### src/rtl/rgb_led_arbiter_pkg.sv
`default_nettype none
// +------------------------------------------------------------------+
// | Module  : led_pkg                                                 |
// | Brief   : Shared types and constants for the RGB LED arbiter.     |
// | Revision: 1.0 - initial release                                   |
// +------------------------------------------------------------------+
package led_pkg;

    typedef enum logic [0:0] {
        IDLE  = 1'b0,
        OWNED = 1'b1
    } state_t;

    localparam logic LED_OFF = 1'b1;

    localparam int R_IDX = 2;
    localparam int G_IDX = 1;
    localparam int B_IDX = 0;

endpackage
`default_nettype wire

### src/rtl/rgb_led_arbiter_if.sv
`default_nettype none
// +------------------------------------------------------------------+
// | Module  : rgb_led_arbiter_if                                      |
// | Brief   : Request/display bundle between status sources and LED.  |
// | Revision: 1.0 - initial release                                   |
// +------------------------------------------------------------------+
interface rgb_led_arbiter_if #(
    parameter int N_REQ    = 3,
    parameter int PWM_BITS = 8
);
    logic [N_REQ-1:0]          req;
    logic [3*N_REQ-1:0]        color;
    logic [PWM_BITS*N_REQ-1:0] level;
    logic [N_REQ-1:0]          grant;
    logic                      busy;
    logic                      led_r;
    logic                      led_g;
    logic                      led_b;

    modport master (
        output req, color, level,
        input  grant, busy, led_r, led_g, led_b
    );

    modport slave (
        input  req, color, level,
        output grant, busy, led_r, led_g, led_b
    );
endinterface
`default_nettype wire

### src/rtl/rgb_led_arbiter_pwm.sv
`default_nettype none
// +------------------------------------------------------------------+
// | Module  : led_pwm                                                 |
// | Brief   : Free-running PWM with registered active-low RGB pins.   |
// | Revision: 1.0 - initial release                                   |
// +------------------------------------------------------------------+
module led_pwm
    import led_pkg::*;
#(
    parameter int PWM_BITS = 8
) (
    input  wire logic                clk,
    input  wire logic                rst,
    input  wire logic [2:0]          i_latched_color,
    input  wire logic [PWM_BITS-1:0] i_latched_level,
    output logic                     o_led_r,
    output logic                     o_led_g,
    output logic                     o_led_b
);

    logic [PWM_BITS-1:0] r_pwm_cnt;
    logic [2:0]          w_on;

    // Strict less-than makes level 0 fully dark and max level one slot short of full.
    assign w_on = i_latched_color & {3{r_pwm_cnt < i_latched_level}};

    always_ff @(posedge clk) begin
        if (rst) begin
            r_pwm_cnt <= '0;
            o_led_r   <= LED_OFF;
            o_led_g   <= LED_OFF;
            o_led_b   <= LED_OFF;
        end else begin
            r_pwm_cnt <= r_pwm_cnt + PWM_BITS'(1);
            o_led_r   <= w_on[R_IDX] ? ~LED_OFF : LED_OFF;
            o_led_g   <= w_on[G_IDX] ? ~LED_OFF : LED_OFF;
            o_led_b   <= w_on[B_IDX] ? ~LED_OFF : LED_OFF;
        end
    end

endmodule
`default_nettype wire

### src/rtl/rgb_led_arbiter.sv
`default_nettype none
// +------------------------------------------------------------------+
// | Module  : rgb_led_arbiter                                         |
// | Brief   : Fixed-priority LED owner with minimum hold and PWM.     |
// | Revision: 1.0 - initial release                                   |
// +------------------------------------------------------------------+
module rgb_led_arbiter
    import led_pkg::*;
#(
    parameter int N_REQ       = 3,
    parameter int HOLD_CYCLES = 2500000,
    parameter int PWM_BITS    = 8
) (
    input  wire logic       clk_25m,
    input  wire logic       rst,
    rgb_led_arbiter_if.slave bus
);

    localparam int HOLD_W = $clog2(HOLD_CYCLES);
    localparam logic [HOLD_W-1:0] c_hold_reload = HOLD_W'(HOLD_CYCLES - 1);

    state_t              r_state;
    logic [N_REQ-1:0]    r_grant;
    logic                r_busy;
    logic [HOLD_W-1:0]   r_hold_cnt;
    logic [2:0]          r_latched_color;
    logic [PWM_BITS-1:0] r_latched_level;

    logic [N_REQ-1:0]    w_req;
    logic [N_REQ-1:0]    w_req_lowest;
    logic                w_any_req;
    logic                w_higher_req;
    logic                w_owner_req;
    logic                w_switch;
    logic                w_release;
    logic [N_REQ-1:0]    w_sel;
    logic [2:0]          w_sel_color;
    logic [PWM_BITS-1:0] w_sel_level;

    assign w_req        = bus.req;
    // Isolate the lowest set bit: it is the winner whether it is above or below the owner.
    assign w_req_lowest = w_req & (~w_req + N_REQ'(1));
    assign w_any_req    = |w_req;
    assign w_higher_req = |(w_req & (r_grant - N_REQ'(1)));
    assign w_owner_req  = |(w_req & r_grant);

    always_comb begin
        w_switch  = 1'b0;
        w_release = 1'b0;
        if (r_state == IDLE) begin
            w_switch = w_any_req;
        end else if (r_hold_cnt == '0) begin
            w_switch  = w_higher_req || (!w_owner_req && w_any_req);
            w_release = !w_any_req;
        end
    end

    assign w_sel = w_switch ? w_req_lowest : r_grant;

    always_comb begin
        w_sel_color = '0;
        w_sel_level = '0;
        for (int i = 0; i < N_REQ; i++) begin
            if (w_sel[i]) begin
                w_sel_color = w_sel_color | bus.color[3*i +: 3];
                w_sel_level = w_sel_level | bus.level[PWM_BITS*i +: PWM_BITS];
            end
        end
    end

    always_ff @(posedge clk_25m) begin
        if (rst) begin
            r_state         <= IDLE;
            r_grant         <= '0;
            r_busy          <= 1'b0;
            r_hold_cnt      <= '0;
            r_latched_color <= '0;
            r_latched_level <= '0;
        end else begin
            case (r_state)
                IDLE: begin
                    if (w_switch) begin
                        r_state    <= OWNED;
                        r_grant    <= w_req_lowest;
                        r_busy     <= 1'b1;
                        r_hold_cnt <= c_hold_reload;
                    end
                end
                OWNED: begin
                    if (r_hold_cnt != '0) begin
                        r_hold_cnt <= r_hold_cnt - HOLD_W'(1);
                    end else if (w_switch) begin
                        r_grant    <= w_req_lowest;
                        r_hold_cnt <= c_hold_reload;
                    end else if (w_release) begin
                        r_state <= IDLE;
                        r_grant <= '0;
                        r_busy  <= 1'b0;
                    end
                end
                default: r_state <= IDLE;
            endcase

            // Clearing on release keeps the pins dark in IDLE without a separate gate.
            if (w_release) begin
                r_latched_color <= '0;
                r_latched_level <= '0;
            end else if (w_switch || w_owner_req) begin
                r_latched_color <= w_sel_color;
                r_latched_level <= w_sel_level;
            end
        end
    end

    assign bus.grant = r_grant;
    assign bus.busy  = r_busy;

    led_pwm #(
        .PWM_BITS (PWM_BITS)
    ) u_led_pwm (
        .clk             (clk_25m),
        .rst             (rst),
        .i_latched_color (r_latched_color),
        .i_latched_level (r_latched_level),
        .o_led_r         (bus.led_r),
        .o_led_g         (bus.led_g),
        .o_led_b         (bus.led_b)
    );

endmodule
`default_nettype wire

### src/flat_wrapper.sv
// flat-port wrapper written by rule: the top's interface ports become plain ports
module rgb_led_arbiter_flat import led_pkg::*;
#(
    parameter int N_REQ       = 3,
    parameter int HOLD_CYCLES = 2500000,
    parameter int PWM_BITS    = 8
)
  (clk_25m, rst, bus_req, bus_color, bus_level, bus_grant, bus_busy, bus_led_r, bus_led_g, bus_led_b);
  rgb_led_arbiter_if #(.N_REQ(N_REQ), .PWM_BITS(PWM_BITS)) bus_i ();
  input  wire logic clk_25m;
  input  wire logic rst;
  input wire logic [$bits(bus_i.req)-1:0] bus_req;
  input wire logic [$bits(bus_i.color)-1:0] bus_color;
  input wire logic [$bits(bus_i.level)-1:0] bus_level;
  output wire logic [$bits(bus_i.grant)-1:0] bus_grant;
  output wire logic [$bits(bus_i.busy)-1:0] bus_busy;
  output wire logic [$bits(bus_i.led_r)-1:0] bus_led_r;
  output wire logic [$bits(bus_i.led_g)-1:0] bus_led_g;
  output wire logic [$bits(bus_i.led_b)-1:0] bus_led_b;
  assign bus_i.req = bus_req;
  assign bus_i.color = bus_color;
  assign bus_i.level = bus_level;
  assign bus_grant = bus_i.grant;
  assign bus_busy = bus_i.busy;
  assign bus_led_r = bus_i.led_r;
  assign bus_led_g = bus_i.led_g;
  assign bus_led_b = bus_i.led_b;
  rgb_led_arbiter #(.N_REQ(N_REQ), .HOLD_CYCLES(HOLD_CYCLES), .PWM_BITS(PWM_BITS)) u_core (.clk_25m(clk_25m), .rst(rst), .bus(bus_i));
endmodule
### config.mk
export PLATFORM = sky130hd
export DESIGN_NAME = rgb_led_arbiter_flat
export DESIGN_NICKNAME = d
export VERILOG_FILES = /design/src/rtl/rgb_led_arbiter_pkg.sv /design/src/rtl/rgb_led_arbiter_if.sv /design/src/rtl/rgb_led_arbiter_pwm.sv /design/src/rtl/rgb_led_arbiter.sv /design/src/flat_wrapper.sv
export SDC_FILE = /design/constraint.sdc
export NUM_CORES = 1
export LEC_CHECK = 0
export CORE_MARGIN = 5
export CORE_UTILIZATION = 50
export CTS_CLUSTER_DIAMETER = 60
export CTS_CLUSTER_SIZE = 12
export DETAILED_ROUTE_END_ITERATION = 8
export HOLD_SLACK_MARGIN = 0.12
export MAX_ROUTING_LAYER = met4
export PLACE_DENSITY = 0.87
export SETUP_SLACK_MARGIN = 0.3
export SLEW_MARGIN = 25
export SYNTH_ARGS = -nofsm -noshare
export SYNTH_HDL_FRONTEND = slang
export SYNTH_SLANG_ARGS = --single-unit
export TNS_END_PERCENT = 1
### constraint.sdc
create_clock -name clk_25m -period 2.9 [get_ports clk_25m]
set_input_delay 0.87 -clock clk_25m [delete_from_list [all_inputs] [get_ports clk_25m]]
set_output_delay 0.87 -clock clk_25m [all_outputs]
set_load 0.05 [all_outputs]
==> qor.yml, run 1 <==
critical_path:
  critPathMaxFanout: 17
  reg2regPathDepth: 10
  end_kind: "output pin"
  arrival_ps: 1710
  cp_top_family: "buffers and inverters"
  r2r_start: "u_core.r_hold_cnt[0]"
  startpoint_type: "register"
  crit_path_cell_trace: "clkdlybuf4s50_1"
  worst-setup-path-type: "reg -> out"
  path_buf_inv: 1
  slowest_delay_ps: 870
  reg2reg_setup_slack_ps: 370
  regToRegEndpoint: "u_core.r_hold_cnt[11]"
  cp_slowest_cell: "clkdlybuf4s50_1"
  cp.required_ps: 2030
layout:
  antennaDiodeCount: 0
  drive_above_1_share_pct: 13.1
  utilization_pct: 65.5
  nets: 437
  stdcell_area_sq_um: 3580
  area_growth_pct: 27.5
  finalNonFillerCells: 462
clock_network:
  root_buffer: "clkbuf_8"
  insertion_delay_ps: 300
  postCtsHoldBufs: 0
  htree_levels: 2
  cts.sinks: 49
  cts_buffers: 5
  clk_pin_slew_worst_paths_ps: 90
  cts_buffer_depth: 2
  cts_tree: "done"
placed_design:
  placed_area_sq_um: 3430
  hpwl_um: 5320
  gp_congestion: 0.886
  pre_cts_slack_ps: -163
  place_inst: 450
  port_buffers: 44
synthesis:
  ys_seq_area_share_pct: 34.9
  synth_edf_count: 0
  syn_inst: 333
  synthTopCellsByCount: "49 x dfxtp_1, 32 x o21ai_0, 18 x nor2_1, 17 x nand2_1, 16 x a31oi_1"
  ys_types: 52
  yosysWarnings: 0
  synth_area_leader_cell: "dfxtp_1"
  yosys.cell_count.top_type: "dfxtp_1"
  synthFlopType: "dfxtp_1"
  synthArstFlopShare_pct: 0
  synth_seq_cells: 49
  syn_area_per_cell_sq_um: 8.44
  synthesis.nets: 381
  synth_top_area_share_pct: 34.9
  syn_area_sq_um: 2810
  synthTopCellsByArea: "dfxtp_1 35%, o21ai_0 5.7%, a22o_1 4.7%"
timing:
  finalCritPeriodShare_pct: 88.9
  tightest_slew_ps: 635
  whs_ps: 421
  timing.fmax_mhz: 388
  skew_ps: 2.82
  final-hold-violation-count: 0
  relSlewSlack_pct: 57.5
  tns_ps: 0
  rsz0062_at_grt: "true"
  fin_ws_ps: 321
  finalWorstPathRequiredPeriod_ps: 2580
  drv_slew: 0
  setup_viol: 0
power:
  clkPwrFrac_pct: 24.4
  p_leak_nw: 1.33
  p_sw_share_pct: 31.6
  power_mw: 1.63
  intPower_mw: 1.11
  pwr-share-seq_pct: 47.7
  pwr-share-comb_pct: 27.9
  power.density_nw_per_um2: 455
  switchingPower_mw: 0.515
  peakVddDrop_mv: 0.268
global_routing:
  grt.overflow.total: 0
  grt_pass1_wl_um: 12400
  grt_max_degree: 32
  grt.total_usage_pct: 21.3
  antenna_found_initial: 0
  grt_pass1_vias: 2632
die:
  die-area_sq_um: 7220
  initial_core_util_pct: 51.3
  die_h_um: 85.0
  die_x_um: 85.0
  rows: 27
  ioPinCount: 45
  core_area_sq_um: 5470
detailed_routing:
  drc: 0
  viasPerCell: 6.09
  post_drt_wl_per_cell_um: 16.3
  drtPass1Iterations: 4
  drtIter0Drc: 231
  drt.antenna.violating_nets: 0
  route.vias.total: 2813
  routed_wirelength_um: 7530
min_path:
  min_to: "u_core.u_led_pwm.o_led_b"
  worstHoldPathType: "reg -> reg"
  worstHoldStart: "u_core.r_latched_color[0]"
  min_path_cells: 1
flow_run:
  maxCapViolCount: 0
status:
  status: "complete, no violations"
cells by family after synthesis:
family | count (synthesis) | share of synthesized area (%)
flip-flops | 49 | 34.9
multiplexers | 2 | 0.801
buffers and inverters | 37 | 5.48
XOR/XNOR | 10 | 3.12
AND/OR/NAND/NOR | 92 | 18.0
AO/OA/AOI/OAI | 133 | 33.3
adder cells (fa/ha/maj) | 10 | 4.45
per-layer routing:
metal | up-vias | share of wire (%) | wire [um] | global-route usage (%)
li1 | 1393 | - | - | -
met1 | 1341 | 46 | 3450 | 27.6
met2 | 71 | 48 | 3620 | 34.2
met3 | 8 | 4.5 | 336 | 3.11
met4 | 0 | 1.5 | 115 | 6.47
met5 | - | 0 | 0 | -
area by class of cell:
| class | instances | area [sq um] |
|---|---|---|
| Fill cell | 450 | 1890 |
| Multi-Input combinational cell | 247 | 1710 |
| Sequential cell | 49 | 982 |
| Timing Repair Buffer | 73 | 663 |
| Tap cell | 72 | 90.1 |
| Clock buffer | 6 | 72.6 |
| Inverter | 13 | 48.8 |
| Clock inverter | 2 | 15.0 |
worst max-delay path by stage:
| stage | start | endpoint | cells after the start |
|---|---|---|---|
| final | u_core.bus.grant[0] | bus_grant[0] | 1 |
| after global routing | u_core.r_hold_cnt[0] | u_core.r_hold_cnt[11] | 10 |
| after CTS | bus_req[2] | u_core.r_latched_color[2] | 10 |
| after detailed placement | bus_req[0] | u_core.r_latched_color[1] | 6 |
| after global placement | bus_req[0] | u_core.r_latched_level[1] | 9 |
| after floorplan | bus_req[0] | u_core.r_latched_level[3] | 9 |
state kept, by name, summed over array words and instances, names as in the netlist:
name,count
u_core.bus.grant,3
u_core.u_led_pwm.o_led_b,1
u_core.r_state,1
u_core.bus.busy,1
u_core.u_led_pwm.o_led_g,1
u_core.u_led_pwm.o_led_r,1
u_core.r_hold_cnt,22
u_core.r_latched_color,3
u_core.u_led_pwm.r_pwm_cnt,8
u_core.r_latched_level,8
repair_timing:
action	CTS	global route
buffers inserted	0	2
pin swaps	2	8
gates resized for setup	6	12
gates cloned	0	2
endpoints found under the hold margin	0	0
setup endpoints to repair	21	20
layout by cell type, fill, tap and decap left out, types with 6 or more instances in the layout:
master / synthesis / final
dfxtp_1: 49 / 48
clkdlybuf4s50_1: 0 / 41
o21ai_0: 32 / 27
buf_4: 0 / 26
nor2_1: 18 / 18
nand2_1: 17 / 17
a22o_1: 15 / 15
nor3_1: 15 / 15
a31oi_1: 16 / 15
inv_1: 13 / 13
a21oi_1: 14 / 13
a221o_1: 11 / 11
o22ai_1: 11 / 11
ha_1: 10 / 10
nand3_1: 9 / 9
a311oi_1: 8 / 8
xor2_1: 7 / 7
a211oi_1: 6 / 6
nand2b_1: 6 / 6
power groups by stage:
stage	Combinational [mW]	Clock (mW)	Sequential [mW]
floorplan	0.260	0	0.797
global placement	0.419	0	0.788
detailed placement	0.432	0	0.790
CTS	0.438	0.408	0.775
global route	0.496	0.437	0.785
finish	0.454	0.398	0.777
Power figures use the tool's default switching activity.
==> run 2, diff against run 1 <==
--- a/config.mk
+++ b/config.mk
@@ -12,9 +12,9 @@
 export DETAILED_ROUTE_END_ITERATION = 8
 export HOLD_SLACK_MARGIN = 0.12
 export MAX_ROUTING_LAYER = met4
-export PLACE_DENSITY = 0.87
+export PLACE_DENSITY = 0.83
 export SETUP_SLACK_MARGIN = 0.3
-export SLEW_MARGIN = 25
+export SLEW_MARGIN = 10
 export SYNTH_ARGS = -nofsm -noshare
 export SYNTH_HDL_FRONTEND = slang
 export SYNTH_SLANG_ARGS = --single-unit
==> run 2 against run 1 <==
  * Flip-flop and latch count stayed put
  * Combinational power rose by 3%
  * First-iteration DRC count up 45%
  * Hold slack improved by 8.1 ps
  * Register-to-register slack lost 30 ps
  * Via count grew 7.5%
  * Final cell count rose by 0.87%
  * Clock skew is 2.3 ps higher
  * Clock power rose by 28%
  * Critical endpoint unchanged
==> qor.yml, run 2 (synthesis results as in run 1) <==
status:
  status: "complete, no violations"
timing:
  drv_slew: 0  # unchanged
  timing.fmax_mhz: 385  # -0.57%
  rsz0062_at_grt: "true"
  finalWorstPathRequiredPeriod_ps: 2590  # +14.7 ps
  final-hold-violation-count: 0  # unchanged
  setup_viol: 0  # unchanged
  tightest_slew_ps: 581  # -54.0 ps
  relSlewSlack_pct: 61.2  # +3.7 points
  whs_ps: 429  # +8.15 ps
  skew_ps: 5.17  # +2.35 ps
  tns_ps: 0  # unchanged
  finalCritPeriodShare_pct: 89.5  # +0.51 points
flow_run:
  maxCapViolCount: 0  # unchanged
power:
  power_mw: 1.76  # +7.9%
  power.density_nw_per_um2: 480  # +5.6%
  p_leak_nw: 1.37  # +2.5%
  peakVddDrop_mv: 0.226  # -15%
critical_path:
  critPathMaxFanout: 17  # unchanged
  crit_path_cell_trace: "clkdlybuf4s50_1"
  cp_slowest_cell: "clkdlybuf4s50_1"
  cp_top_family: "buffers and inverters"
  slowest_delay_ps: 880  # about the same
  worst-setup-path-type: "reg -> out"
  path_buf_inv: 1  # unchanged
  cp.required_ps: 2030  # about the same
  arrival_ps: 1720  # about the same
  startpoint_type: "register"
  end_kind: "output pin"
  reg2reg_setup_slack_ps: 340  # -30 ps
clock_network:
  htree_levels: 2  # unchanged
  insertion_delay_ps: 300  # about the same
  cts.sinks: 49  # unchanged
  cts_buffer_depth: 2  # unchanged
  root_buffer: "clkbuf_8"
  cts_tree: "done"
  postCtsHoldBufs: 0  # unchanged
  clk_pin_slew_worst_paths_ps: 90  # about the same
  cts_buffers: 5  # unchanged
placed_design:
  hpwl_um: 5670  # +6.5%
  gp_congestion: 0.994  # +12%
  port_buffers: 44  # unchanged
layout:
  regMostFlops: "u_core.r_hold_cnt"
  antennaDiodeCount: 0  # unchanged
  nets: 441  # +0.92%
  area_growth_pct: 30.3
  largest_reg_flops: 22  # unchanged
  final_common_cell: "dfxtp_1"
  drive_above_1_share_pct: 13.7  # +0.63 points
  largestRegisters: "u_core.r_hold_cnt x22, u_core.r_latched_level x8, u_core.u_led_pwm.r_pwm_cnt x8"
  mostFrequentLayoutCells: "48 x dfxtp_1, 41 x clkdlybuf4s50_1, 30 x o21ai_0"
die:
  die_x_um: 85.0  # unchanged
  die-area_sq_um: 7220  # unchanged
  die_h_um: 85.0  # unchanged
  core_area_sq_um: 5470  # unchanged
  ioPinCount: 45  # unchanged
  rows: 27  # unchanged
  initial_core_util_pct: 51.3  # unchanged
global_routing:
  grt_pass1_wl_um: 13100  # +6.3%
  grt.overflow.total: 0  # unchanged
  antenna_found_initial: 0  # unchanged
  grt_pass1_vias: 2718  # +3.3%
  grt_max_degree: 31  # -3.1%
  grt.total_usage_pct: 22.8  # +1.6 points
detailed_routing:
  post_drt_wl_per_cell_um: 17.9  # +9.6%
  viasPerCell: 6.49  # +6.6%
  drc: 0  # unchanged
  drtIter0Drc: 334  # +45%
  drt.antenna.violating_nets: 0  # unchanged
  routed_wirelength_um: 8320  # +11%
  drtPass1Iterations: 5  # +1
  route.vias.total: 3025  # +7.5%
min_path:
  worstHoldPathType: "reg -> reg"
-- run 2: power breakdown --
part / switching [mW] / internal, mW
registers: 0.0549 / 0.726
logic: 0.244 / 0.224
clock network: 0.229 / 0.281
total: 0.527 / 1.23
-- run 2: area by class of cell --
class                   instances  area (sq um)
repair buffers                 76           701
flip-flops and latches         49           982
clock inverters                 1          30.0
well taps                      72          90.1
inverters                      13          48.8
multi-input cells             248          1720
fillers                       444          1810
clock buffers                   7          86.3
-- run 2: repair_timing --
action                     CTS  global route
buffers inserted             2             3
cloned                       2             0
gates resized for setup      8             6
pin swaps                    3             8
setup endpoints to repair   29            12
-- run 2: final timing paths --
path	from	to	depth (start not counted)
setup / recovery	u_core.bus.grant[0]	bus_grant[0]	1
hold / removal	u_core.r_latched_color[0]	u_core.u_led_pwm.o_led_b	1
setup reg to reg	u_core.r_hold_cnt[16]	u_core.r_latched_level[2]	8
hold reg to reg	u_core.r_latched_color[0]	u_core.u_led_pwm.o_led_b	1
-- run 2: metal layers --
layer,up-vias,global-route usage (%),wire [um]
li1,1407,-,-
met5,-,-,0
met1,1434,29.7,3510
met3,16,4.08,624
met4,0,6.91,142
met2,168,36.1,4040
-- run 2: through the flow --
| stage | setup slack (ps) | util [%] | cell area (sq um) | cells |
|---|---|---|---|---|
| 2_1_floorplan | 349 | - | 2810 | 333 |
| 3_3_place_gp | -204 | 63.0 | 3450 | 451 |
| 3_5_place_dp | -260 | 63.0 | 3450 | 451 |
| 4_1_cts | 314 | 66.0 | 3610 | 463 |
| 5_1_grt | 249 | 66.9 | 3660 | 466 |
| 6_report | 306 | 66.9 | 3660 | 466 |
